File: src/rtl/bp_update_unit_if.sv
// bp_update_unit_if
// Bundles the two buses of the branch-predictor update unit:
//   - the EX-stage resolved-branch bus (ex_*), driven by the pipeline;
//   - the BTB write port (btb_ready from the BTB, btb_wen/index/pc/target to it).
// Modports:
//   master : the pipeline/BTB side (drives ex_* and btb_ready)
//   slave  : bp_update_unit (consumes ex_* and btb_ready, drives btb_* writes)
// Parameter GHR_W is the global history width and BTB index width.
interface bp_update_unit_if #(
  parameter int GHR_W = 8
);
  // Resolved branch from EX
  logic             ex_br_valid;
  logic [31:0]      ex_pc;
  logic             ex_taken;
  logic [31:0]      ex_target;
  logic             ex_pred_hit;
  logic             ex_pred_taken;
  logic [31:0]      ex_pred_target;
  logic [GHR_W-1:0] ex_ghr;
  // BTB write port
  logic             btb_ready;
  logic             btb_wen;
  logic [GHR_W-1:0] btb_index_w;
  logic [31:0]      btb_pc_w;
  logic [31:0]      btb_target_w;

  modport master (
    output ex_br_valid, ex_pc, ex_taken, ex_target,
           ex_pred_hit, ex_pred_taken, ex_pred_target, ex_ghr, btb_ready,
    input  btb_wen, btb_index_w, btb_pc_w, btb_target_w
  );

  modport slave (
    input  ex_br_valid, ex_pc, ex_taken, ex_target,
           ex_pred_hit, ex_pred_taken, ex_pred_target, ex_ghr, btb_ready,
    output btb_wen, btb_index_w, btb_pc_w, btb_target_w
  );
endinterface

File: src/rtl/bp_update_unit.sv
// bp_update_unit
// Write-side companion of the BTB and gshare predictor. Takes branches
// resolved in EX, raises a registered one-cycle front-end redirect on a
// mispredict (with the repaired history for the fetch GHR), keeps the
// architectural GHR, and queues BTB updates in a small FIFO that drains
// onto the BTB write port one entry per cycle while btb_ready is high.
// Ports:
//   clk, reset       : single clock, synchronous active-high reset
//   bus (slave)      : ex_* resolved-branch bus and BTB write port
//   redirect_valid/redirect_pc       : registered redirect pulse and pc
//   ghr_fix_valid/ghr_fix            : history repair, paired with redirect
//   ghr_arch         : architectural global history
//   fifo_full        : update queue holds FIFO_DEPTH entries
//   perf_branches/perf_mispred/perf_dropped : event counters
// Build option: define BPU_PERF_CNT_EN to build the 32-bit perf counters;
// without it the perf outputs are tied to zero.
module bp_update_unit #(
  parameter int GHR_W      = 8,
  parameter int FIFO_DEPTH = 4,
  parameter int SLOT_OFF   = 8
) (
  input  logic              clk,
  input  logic              reset,
  bp_update_unit_if.slave   bus,
  output logic              redirect_valid,
  output logic [31:0]       redirect_pc,
  output logic [GHR_W-1:0]  ghr_arch,
  output logic              ghr_fix_valid,
  output logic [GHR_W-1:0]  ghr_fix,
  output logic              fifo_full,
  output logic [31:0]       perf_branches,
  output logic [31:0]       perf_mispred,
  output logic [31:0]       perf_dropped
);
  localparam int PTR_W = $clog2(FIFO_DEPTH);
  localparam logic [PTR_W:0] FULL_CNT = (PTR_W+1)'(FIFO_DEPTH);

  // Update queue storage; read only through the registered btb_* outputs
  logic [GHR_W-1:0] idx_mem [FIFO_DEPTH];
  logic [31:0]      pc_mem  [FIFO_DEPTH];
  logic [31:0]      tgt_mem [FIFO_DEPTH];

  logic [PTR_W-1:0] wr_ptr_reg, rd_ptr_reg;
  logic [PTR_W:0]   count_reg;

  logic             redirect_valid_reg;
  logic [31:0]      redirect_pc_reg;
  logic [GHR_W-1:0] ghr_fix_reg, ghr_arch_reg;
  logic             btb_wen_reg;
  logic [GHR_W-1:0] btb_index_reg;
  logic [31:0]      btb_pc_reg, btb_target_reg;

  logic             target_diff, mis, upd, full, pop, push, drop;
  logic [GHR_W-1:0] ghr_next, index_next;
  logic [31:0]      redirect_pc_next;

  always_comb begin
    target_diff = bus.ex_pred_target != bus.ex_target;
    mis  = bus.ex_br_valid &&
           ((bus.ex_pred_taken != bus.ex_taken) ||
            (bus.ex_taken && (!bus.ex_pred_hit || target_diff)));
    upd  = bus.ex_br_valid && (!bus.ex_pred_hit || target_diff);
    full = (count_reg == FULL_CNT);
    pop  = (count_reg != '0) && bus.btb_ready;
    // A full queue still accepts a push when the head leaves on the same edge
    push = upd && (!full || pop);
    drop = upd && full && !pop;
    // History built from the fetch snapshot so back-to-back branches agree
    ghr_next   = {bus.ex_ghr[GHR_W-2:0], bus.ex_taken};
    // Must match the fetch-side BTB read index for the same pc/history
    index_next = bus.ex_pc[GHR_W+1:2] ^ bus.ex_ghr;
    redirect_pc_next = bus.ex_taken ? bus.ex_target
                                    : bus.ex_pc + 32'(SLOT_OFF);
  end

  // Storage has no reset: contents are only meaningful behind the pointers
  always_ff @(posedge clk) begin
    if (push) begin
      idx_mem[wr_ptr_reg] <= index_next;
      pc_mem[wr_ptr_reg]  <= bus.ex_pc;
      tgt_mem[wr_ptr_reg] <= bus.ex_target;
    end
  end

  always_ff @(posedge clk) begin
    if (reset) begin
      redirect_valid_reg <= 1'b0;
      redirect_pc_reg    <= '0;
      ghr_fix_reg        <= '0;
      ghr_arch_reg       <= '0;
      wr_ptr_reg         <= '0;
      rd_ptr_reg         <= '0;
      count_reg          <= '0;
      btb_wen_reg        <= 1'b0;
      btb_index_reg      <= '0;
      btb_pc_reg         <= '0;
      btb_target_reg     <= '0;
    end else begin
      redirect_valid_reg <= mis;
      if (mis) begin
        redirect_pc_reg <= redirect_pc_next;
        ghr_fix_reg     <= ghr_next;
      end
      if (bus.ex_br_valid) ghr_arch_reg <= ghr_next;

      btb_wen_reg <= pop;
      if (pop) begin
        btb_index_reg  <= idx_mem[rd_ptr_reg];
        btb_pc_reg     <= pc_mem[rd_ptr_reg];
        btb_target_reg <= tgt_mem[rd_ptr_reg];
        rd_ptr_reg     <= rd_ptr_reg + 1'b1;
      end
      if (push) wr_ptr_reg <= wr_ptr_reg + 1'b1;

      case ({push, pop})
        2'b10:   count_reg <= count_reg + 1'b1;
        2'b01:   count_reg <= count_reg - 1'b1;
        default: count_reg <= count_reg;
      endcase
    end
  end

  assign redirect_valid   = redirect_valid_reg;
  assign redirect_pc      = redirect_pc_reg;
  assign ghr_fix_valid    = redirect_valid_reg;
  assign ghr_fix          = ghr_fix_reg;
  assign ghr_arch         = ghr_arch_reg;
  assign fifo_full        = full;
  assign bus.btb_wen      = btb_wen_reg;
  assign bus.btb_index_w  = btb_index_reg;
  assign bus.btb_pc_w     = btb_pc_reg;
  assign bus.btb_target_w = btb_target_reg;

`ifdef BPU_PERF_CNT_EN
  logic [31:0] perf_branches_reg, perf_mispred_reg, perf_dropped_reg;

  always_ff @(posedge clk) begin
    if (reset) begin
      perf_branches_reg <= '0;
      perf_mispred_reg  <= '0;
      perf_dropped_reg  <= '0;
    end else begin
      if (bus.ex_br_valid) perf_branches_reg <= perf_branches_reg + 1'b1;
      if (mis)             perf_mispred_reg  <= perf_mispred_reg + 1'b1;
      if (drop)            perf_dropped_reg  <= perf_dropped_reg + 1'b1;
    end
  end

  assign perf_branches = perf_branches_reg;
  assign perf_mispred  = perf_mispred_reg;
  assign perf_dropped  = perf_dropped_reg;
`else
  // drop only feeds the counters
  logic unused_drop;
  assign unused_drop   = drop;
  assign perf_branches = '0;
  assign perf_mispred  = '0;
  assign perf_dropped  = '0;
`endif
endmodule

File: src/flat_wrapper.sv
// flat-port wrapper written by rule: the top's interface ports become plain ports
module bp_update_unit_flat 
#(
  parameter int GHR_W      = 8,
  parameter int FIFO_DEPTH = 4,
  parameter int SLOT_OFF   = 8
)
  (clk, reset, redirect_valid, redirect_pc, ghr_arch, ghr_fix_valid, ghr_fix, fifo_full, perf_branches, perf_mispred, perf_dropped, bus_ex_br_valid, bus_ex_pc, bus_ex_taken, bus_ex_target, bus_ex_pred_hit, bus_ex_pred_taken, bus_ex_pred_target, bus_ex_ghr, bus_btb_ready, bus_btb_wen, bus_btb_index_w, bus_btb_pc_w, bus_btb_target_w);
  bp_update_unit_if #(.GHR_W(GHR_W)) bus_i ();
  input  logic clk;
  input  logic reset;
  output logic redirect_valid;
  output logic [31:0] redirect_pc;
  output logic [GHR_W-1:0] ghr_arch;
  output logic ghr_fix_valid;
  output logic [GHR_W-1:0] ghr_fix;
  output logic fifo_full;
  output logic [31:0] perf_branches;
  output logic [31:0] perf_mispred;
  output logic [31:0] perf_dropped;
  input wire logic [$bits(bus_i.ex_br_valid)-1:0] bus_ex_br_valid;
  input wire logic [$bits(bus_i.ex_pc)-1:0] bus_ex_pc;
  input wire logic [$bits(bus_i.ex_taken)-1:0] bus_ex_taken;
  input wire logic [$bits(bus_i.ex_target)-1:0] bus_ex_target;
  input wire logic [$bits(bus_i.ex_pred_hit)-1:0] bus_ex_pred_hit;
  input wire logic [$bits(bus_i.ex_pred_taken)-1:0] bus_ex_pred_taken;
  input wire logic [$bits(bus_i.ex_pred_target)-1:0] bus_ex_pred_target;
  input wire logic [$bits(bus_i.ex_ghr)-1:0] bus_ex_ghr;
  input wire logic [$bits(bus_i.btb_ready)-1:0] bus_btb_ready;
  output wire logic [$bits(bus_i.btb_wen)-1:0] bus_btb_wen;
  output wire logic [$bits(bus_i.btb_index_w)-1:0] bus_btb_index_w;
  output wire logic [$bits(bus_i.btb_pc_w)-1:0] bus_btb_pc_w;
  output wire logic [$bits(bus_i.btb_target_w)-1:0] bus_btb_target_w;
  assign bus_i.ex_br_valid = bus_ex_br_valid;
  assign bus_i.ex_pc = bus_ex_pc;
  assign bus_i.ex_taken = bus_ex_taken;
  assign bus_i.ex_target = bus_ex_target;
  assign bus_i.ex_pred_hit = bus_ex_pred_hit;
  assign bus_i.ex_pred_taken = bus_ex_pred_taken;
  assign bus_i.ex_pred_target = bus_ex_pred_target;
  assign bus_i.ex_ghr = bus_ex_ghr;
  assign bus_i.btb_ready = bus_btb_ready;
  assign bus_btb_wen = bus_i.btb_wen;
  assign bus_btb_index_w = bus_i.btb_index_w;
  assign bus_btb_pc_w = bus_i.btb_pc_w;
  assign bus_btb_target_w = bus_i.btb_target_w;
  bp_update_unit #(.GHR_W(GHR_W), .FIFO_DEPTH(FIFO_DEPTH), .SLOT_OFF(SLOT_OFF)) u_core (.clk(clk), .reset(reset), .bus(bus_i), .redirect_valid(redirect_valid), .redirect_pc(redirect_pc), .ghr_arch(ghr_arch), .ghr_fix_valid(ghr_fix_valid), .ghr_fix(ghr_fix), .fifo_full(fifo_full), .perf_branches(perf_branches), .perf_mispred(perf_mispred), .perf_dropped(perf_dropped));
endmodule
File: config.mk
export PLATFORM = sky130hd
export DESIGN_NAME = bp_update_unit_flat
export DESIGN_NICKNAME = d
export VERILOG_FILES = /design/src/rtl/bp_update_unit_if.sv /design/src/rtl/bp_update_unit.sv /design/src/flat_wrapper.sv
export SDC_FILE = /design/constraint.sdc
export NUM_CORES = 1
export LEC_CHECK = 0
export BUFFER_PORTS_ARGS = -buffer_cell sky130_fd_sc_hd__buf_2
export CAP_MARGIN = 15
export CORE_AREA = 2 2 151 300
export CTS_CLUSTER_SIZE = 14
export DETAILED_ROUTE_END_ITERATION = 16
export DIE_AREA = 0 0 153 302
export PLACE_DENSITY_LB_ADDON = 0.3
export SLEW_MARGIN = 30
export SYNTH_ARGS = -nofsm -noshare
export SYNTH_HDL_FRONTEND = slang
export SYNTH_SLANG_ARGS = --single-unit
File: constraint.sdc
create_clock -name clk -period 3.47 [get_ports clk]
set_input_delay 0 -clock clk [delete_from_list [all_inputs] [get_ports clk]]
set_output_delay 0 -clock clk [all_outputs]
set_load 0.01 [all_outputs]
==> results.sh, run 1 <==
export IMPL_ys_seq_area_frac=0.646
export IMPL_cp_start_kind="input port"
export IMPL_io_buffers=234
export IMPL_numCtsBuffers=39
export IMPL_final_nets=1708
export IMPL_grt_ovfl_total=0
export IMPL_path_max_fanout=6
export IMPL_synthMuxAreaShare=0.102
export IMPL_crit_arrival_ns=3.22
export IMPL_synth_warnings=0
export IMPL_synth_area_leaders="edfxtp_1 50%, dfxtp_1 15%, mux4_2 9.3%, buf_4 4.2%, nand2_1 3.7%"
export IMPL_post_place_ws_ns=0.634
export IMPL_status="complete, no violations"
export IMPL_tritoncts="built"
export IMPL_slew_viol_final=0
export IMPL_ys_flop_type="edfxtp_1"
export IMPL_finClkSkew_ns=0.0183
export IMPL_grt_total_usage=0.207
export IMPL_synth_area_mm2=0.0174
export IMPL_fp_dieH_um=302
export IMPL_synthTopCellsByCount="288 x edfxtp_1, 172 x nand2_1, 129 x dfxtp_1"
export IMPL_power_leakage_nw=7.66
export IMPL_postLayoutCellArea_mm2=0.0210
export IMPL_yosys_area_share_adder=0.00475
export IMPL_vias=11500
export IMPL_worstHoldPathType="in -> reg"
export IMPL_finalSetupViolCount=0
export IMPL_top_regs="u_core.pc_mem x128, u_core.tgt_mem x128"
export IMPL_slew_headroom=0.376
export IMPL_synth_most_common_cell="edfxtp_1"
export IMPL_drt_pre_antenna_iters=5
export IMPL_synth_simple_area_share=0.0893
export IMPL_synth_top_cell_area_share=0.497
export IMPL_period_needed_ns=2.85
export IMPL_ys_types=54
export IMPL_peakVddDrop_v=0.000308
export IMPL_worst_slack_ns=0.617
export IMPL_htree_levels=2
export IMPL_die_area_mm2=0.0462
export IMPL_clock_sinks=417
export IMPL_ys_ff_latch=417
export IMPL_fmax_ghz=0.351
export IMPL_core_rowCount=109
export IMPL_worst_pin_slew_ns=0.936
export IMPL_path_clk_slew_ns=0.07
export IMPL_synth_xor_area_frac=0.0317
export IMPL_syn_inst=1288
export IMPL_place_area_mm2=0.0190
export IMPL_grt_pass1_vias=11300
export IMPL_cts_buffer_depth=3
export IMPL_areaGrowthSynthToFinish_pct=20.5
export IMPL_finalSetupTns_ns=0
export IMPL_synth_area_per_cell_um2=13.5
export IMPL_drv_cap=0
export IMPL_dp_hpwl_mm=34.7
export IMPL_synth_edff_count=288
export IMPL_detail_route_iter0_violations=852
export IMPL_synth_async_reset_ratio=0
export IMPL_initial_core_util=0.395
export IMPL_end_kind="flip-flop"
export IMPL_insertion_delay_ns=0.54
export IMPL_fin_crit_sh=0.822
export IMPL_synth_top_family_by_area="multiplexers"
export IMPL_post_cts_buffers=0
export IMPL_critical_path_required_ns=3.84
export IMPL_wl_mm=48.7
export IMPL_p_per_area_mw_per_mm2=575
export IMPL_rsz0062_at_grt="false"
export IMPL_holdWs_ns=0.0322
export IMPL_grt_start_max_net_pins=75
export IMPL_gp_congestion=0.879
export IMPL_core_mm2=0.0441
export IMPL_cts_root_buf="clkbuf_16"
export IMPL_io_pins=331
export IMPL_drc=0
export IMPL_reg2reg_slack_ns=0.93
export IMPL_antenna_found_initial=5
export IMPL_final_hold_viol_count=0
export IMPL_wl_per_cell_um=22.3
export IMPL_grt_pass1_wl_mm=71.7
export IMPL_layout_drive_gt1_share=0.252
export IMPL_critPathKind="in -> reg"
export IMPL_ant_nets=0
export IMPL_synth_top_area_cell="edfxtp_1"
export IMPL_synth_compound_area_frac=0.0642
export IMPL_vias_per_cell=5.26
export IMPL_die_w_um=153
[where the power goes]
group | internal, W | switching (W)
Combinational | 0.000838 | 0.00116
Clock | 0.00234 | 0.00182
Sequential | 0.00567 | 0.000206
Total | 0.00885 | 0.00319
[critical path: stages]
cell	delay, ns
dlygate4sd3_1	0.56
buf_2	0.18
xor2_1	0.20
or4_1	0.55
nor4_2	0.33
a31oi_1	0.32
nor2_1	0.20
fa_1	0.48
o21ai_0	0.11
a21oi_1	0.06
o22ai_1	0.16
a211oi_1	0.09
[routing by layer]
metal	vias to the layer above	wire, um	global-route usage	share of wire
li1	5176	-	-	-
met4	0	2070	0.0891	0.042
met2	541	25600	0.378	0.53
met3	80	2800	0.0251	0.057
met1	5673	18200	0.245	0.37
met5	-	0	0	0
[final timing paths]
| check | end | cells past startpoint | from |
|---|---|---|---|
| max reg2reg | u_core.pc_mem[3][17] | 5 | u_core.count_reg[0] |
| min reg2reg | u_core.bus.btb_pc_w[28] | 2 | u_core.bus.btb_pc_w[28] |
| max | u_core.count_reg[1] | 12 | bus_ex_target[30] |
| min | u_core.count_reg[2] | 4 | bus_btb_ready |
[kinds of logic after synthesis]
| logic type | after synthesis |
|---|---|
| AOI/OAI and AO/OA | 203 |
| xor gates and xnor gates | 63 |
| adders and majority gates | 6 |
| buffers and inverters | 185 |
| DFF | 417 |
| muxes | 87 |
| other | 1 |
| and+or+nand+nor | 326 |
[stage by stage]
stage          power, W  cells  utilization
2_1_floorplan   0.00721   1383            -
3_3_place_gp    0.00792   2030        0.430
3_5_place_dp    0.00795   2030        0.430
4_1_cts          0.0122   2177        0.475
5_1_grt          0.0125   2181        0.476
6_report         0.0120   2181        0.476
[cell type report]
class,instances,area (um2)
Fill cell,3902,23100
Timing Repair Buffer,339,2250
Inverter,13,48.8
Multi-Input combinational cell,781,5480
Clock inverter,11,103
Tap cell,555,694
Clock buffer,61,1130
Sequential cell,417,11200
Antenna cell,4,10.0
[cell usage in the layout (no fill, tap or decap), types with 4 or more instances in the layout]
cell and instances:
inv_1 12, conb_1 96, dlygate4sd3_1 75, xnor2_1 20, nand2_1 172, and2_1 4
buf_2 233, a31oi_1 8, clkbuf_1 17, buf_4 23, ha_1 5, buf_12 8
or4_1 6, edfxtp_1 288, nor2_1 32, a211oi_1 5, mux4_2 72, a21oi_1 114
or3_1 6, diode_2 4, nand3_1 40, nor4_1 6, nand2b_1 7, o21ai_0 55
clkbuf_16 41, dfxtp_1 127, xor2_1 43, and4_1 7, nor3_1 10, nand4_1 14
and2_4 4, clkinv_2 5, mux2i_1 15
[what timing repair did]
item                      in CTS  in global routing
hold buffers                  75                  0
resized for setup              0                  0
hold endpoints to repair     324                  0
Power figures use the tool's default switching activity.
==> run 2: changes to the inputs <==
clock period = 2.4 ns   (was 3.47 ns; I/O delays follow)
==> run 2 against run 1 <==
Non-clock buffer count increased by 46; register-to-register slack worse by 0.65 ns; design area increased by 3.2%; wire length rose by 6.6%; first-iteration DRC count increased by 7.7%; clock power up 53%; via count up 3.2%; clock skew fell by 0.0030 ns; count of clock-buffer cells in the layout unchanged; critical path depth fell by 2.
==> results.sh, run 2 (synthesis results as in run 1) <==
export IMPL_status="complete, no violations"
export IMPL_reg2reg_slack_ns=0.28
export IMPL_core_mm2=0.0441
export IMPL_grt_total_usage=0.220
export IMPL_cts_buffer_depth=3
export IMPL_cp_common_cell="buf_4"
export IMPL_grt_pass1_wl_mm=75.4
export IMPL_finalSetupViolCount=0
export IMPL_path_clk_slew_ns=0.06
export IMPL_antenna_cells=0
export IMPL_reg2reg_depth=5
export IMPL_path_max_fanout=11
export IMPL_die_w_um=153
export IMPL_drv_cap=0
export IMPL_final_nets=1754
export IMPL_gp_congestion=0.866
export IMPL_crit_arrival_ns=2.57
export IMPL_dp_hpwl_mm=36.6
export IMPL_holdWs_ns=0.0302
export IMPL_io_pins=331
export IMPL_slew_headroom=0.381
export IMPL_finalSetupTns_ns=0
export IMPL_r2r_end="u_core.tgt_mem[2][29]"
export IMPL_fmax_ghz=0.436
export IMPL_drt_pre_antenna_iters=5
export IMPL_numCtsBuffers=39
export IMPL_tritoncts="built"
export IMPL_vias=11800
export IMPL_finClkSkew_ns=0.0153
export IMPL_final_hold_viol_count=0
export IMPL_ant_nets=0
export IMPL_drc=0
export IMPL_antenna_found_initial=2
export IMPL_nFillCells=3873
export IMPL_critPathSlowestCell="or4_4"
export IMPL_power_leakage_nw=8.02
export IMPL_hold_depth=1
export IMPL_wl_per_cell_um=23.4
export IMPL_path_cells="dlygate4sd3_1 > buf_4 > xnor2_2 > buf_4 > nand4_1 > or4_4 > o31ai_4 > nor2_1 > and2_4 > buf_4"
export IMPL_period_needed_ns=2.29
export IMPL_initial_core_util=0.395
export IMPL_grt_start_max_net_pins=75
export IMPL_areaGrowthSynthToFinish_pct=24.3
export IMPL_grt_ovfl_total=0
export IMPL_slowest_delay_ns=0.58
export IMPL_post_place_ws_ns=-0.0872
export IMPL_die_area_mm2=0.0462
export IMPL_io_buffers=234
export IMPL_place_area_mm2=0.0194
export IMPL_cp_start_kind="input port"
export IMPL_vias_per_cell=5.33
export IMPL_worstHoldPathType="in -> reg"
export IMPL_top_regs="u_core.pc_mem x128, u_core.tgt_mem x128"
export IMPL_layout_commonest_cell="edfxtp_1"
export IMPL_clock_sinks=417
export IMPL_slew_viol_final=0
export IMPL_layout_drive_gt1_share=0.282
export IMPL_core_rowCount=109
export IMPL_whs_endpoint="u_core.tgt_mem[2][25]"
export IMPL_post_route_util=0.491
export IMPL_detail_route_iter0_violations=918
export IMPL_cts_root_buf="clkbuf_16"
export IMPL_critical_path_required_ns=2.68
export IMPL_layout_common_cells="288 x edfxtp_1, 229 x buf_2, 172 x nand2_1"
export IMPL_htree_levels=2
export IMPL_worst_pin_slew_ns=0.928
export IMPL_p_per_area_mw_per_mm2=831
export IMPL_fin_crit_sh=0.955
export IMPL_wl_mm=51.9
export IMPL_end_kind="flip-flop"
export IMPL_worst_slack_ns=0.108
export IMPL_r2r_start="u_core.count_reg[0]"
export IMPL_critPathKind="in -> reg"
export IMPL_peakVddDrop_v=0.000547
export IMPL_grt_pass1_vias=11800
export IMPL_fp_dieH_um=302
export IMPL_postLayoutCellArea_mm2=0.0216
export IMPL_insertion_delay_ns=0.54
export IMPL_min_from="bus_ex_target[25]"
-- run 2: cell count changes in the layout (fill, tap and decap cells not counted), moves of 3 or more --
cell,before,now
diode_2,4,0
xnor2_2,0,8
bufinv_16,1,4
buf_2,233,229
dlygate4sd3_1,75,72
xnor2_1,20,12
buf_12,8,18
buf_4,23,64
-- run 2: per-stage QoR --
step | cells | total power (W)
after CTS | 2222 | 0.0181
final | 2222 | 0.0180
after global routing | 2222 | 0.0187
after detailed placement | 2077 | 0.0117
after global placement | 2077 | 0.0116
after floorplan | 1383 | 0.0104
-- run 2: layout make-up --
type / count / area (um2) / share of cell area
inverter: 13 / 48.8 / 0.00226
timing repair buffer: 385 / 2730 / 0.126
sequential: 417 / 11200 / 0.520
clock buffer: 61 / 1140 / 0.0528
tap: 555 / 694 / 0.0321
clock inverter: 10 / 160 / 0.00741
multi-input combinational: 781 / 5600 / 0.259
-- run 2: what timing repair did --
item,CTS,global route
resized for setup,0,22
hold buffers,74,0
endpoints found under the setup margin,0,140
hold endpoints to repair,331,0
buffers inserted,0,3
-- run 2: how the worst max path moves through the flow --
| stage | from | endpoint | slack, ns | cells after the start |
|---|---|---|---|---|
| after global placement | bus_ex_target[1] | u_core.count_reg[1] | -0.07 | 11 |
| after floorplan | bus_ex_target[30] | u_core.idx_mem[0][0] | -0.08 | 6 |
| after global routing | bus_ex_target[26] | u_core.count_reg[1] | -0.007 | 13 |
| final | bus_ex_target[8] | u_core.tgt_mem[2][29] | 0.11 | 10 |
| after detailed placement | bus_ex_target[1] | u_core.count_reg[1] | -0.09 | 11 |
| after CTS | bus_ex_target[17] | u_core.count_reg[1] | 0.02 | 12 |
-- run 2: worst max-delay path, delay by kind of cell --
family          cells  cell delay, ns
buf+inv             4            1.09
simple gates        4            1.04
compound gates      1            0.27
xor+xnor            1            0.16
-- run 2: per-layer routing --
layer / GRT usage / routed length (um) / share of wire / up-vias
met5: 0 / 27 / 0.00052 / -
li1: - / - / - / 5259
met1: 0.255 / 18500 / 0.36 / 5859
met4: 0.104 / 2490 / 0.048 / 4
met2: 0.402 / 27500 / 0.53 / 616
met3: 0.0292 / 3390 / 0.065 / 104
-- run 2: power by group --
group	internal (W)	switching, W
registers	0.00820	0.000252
logic	0.00132	0.00182
clock network	0.00372	0.00265
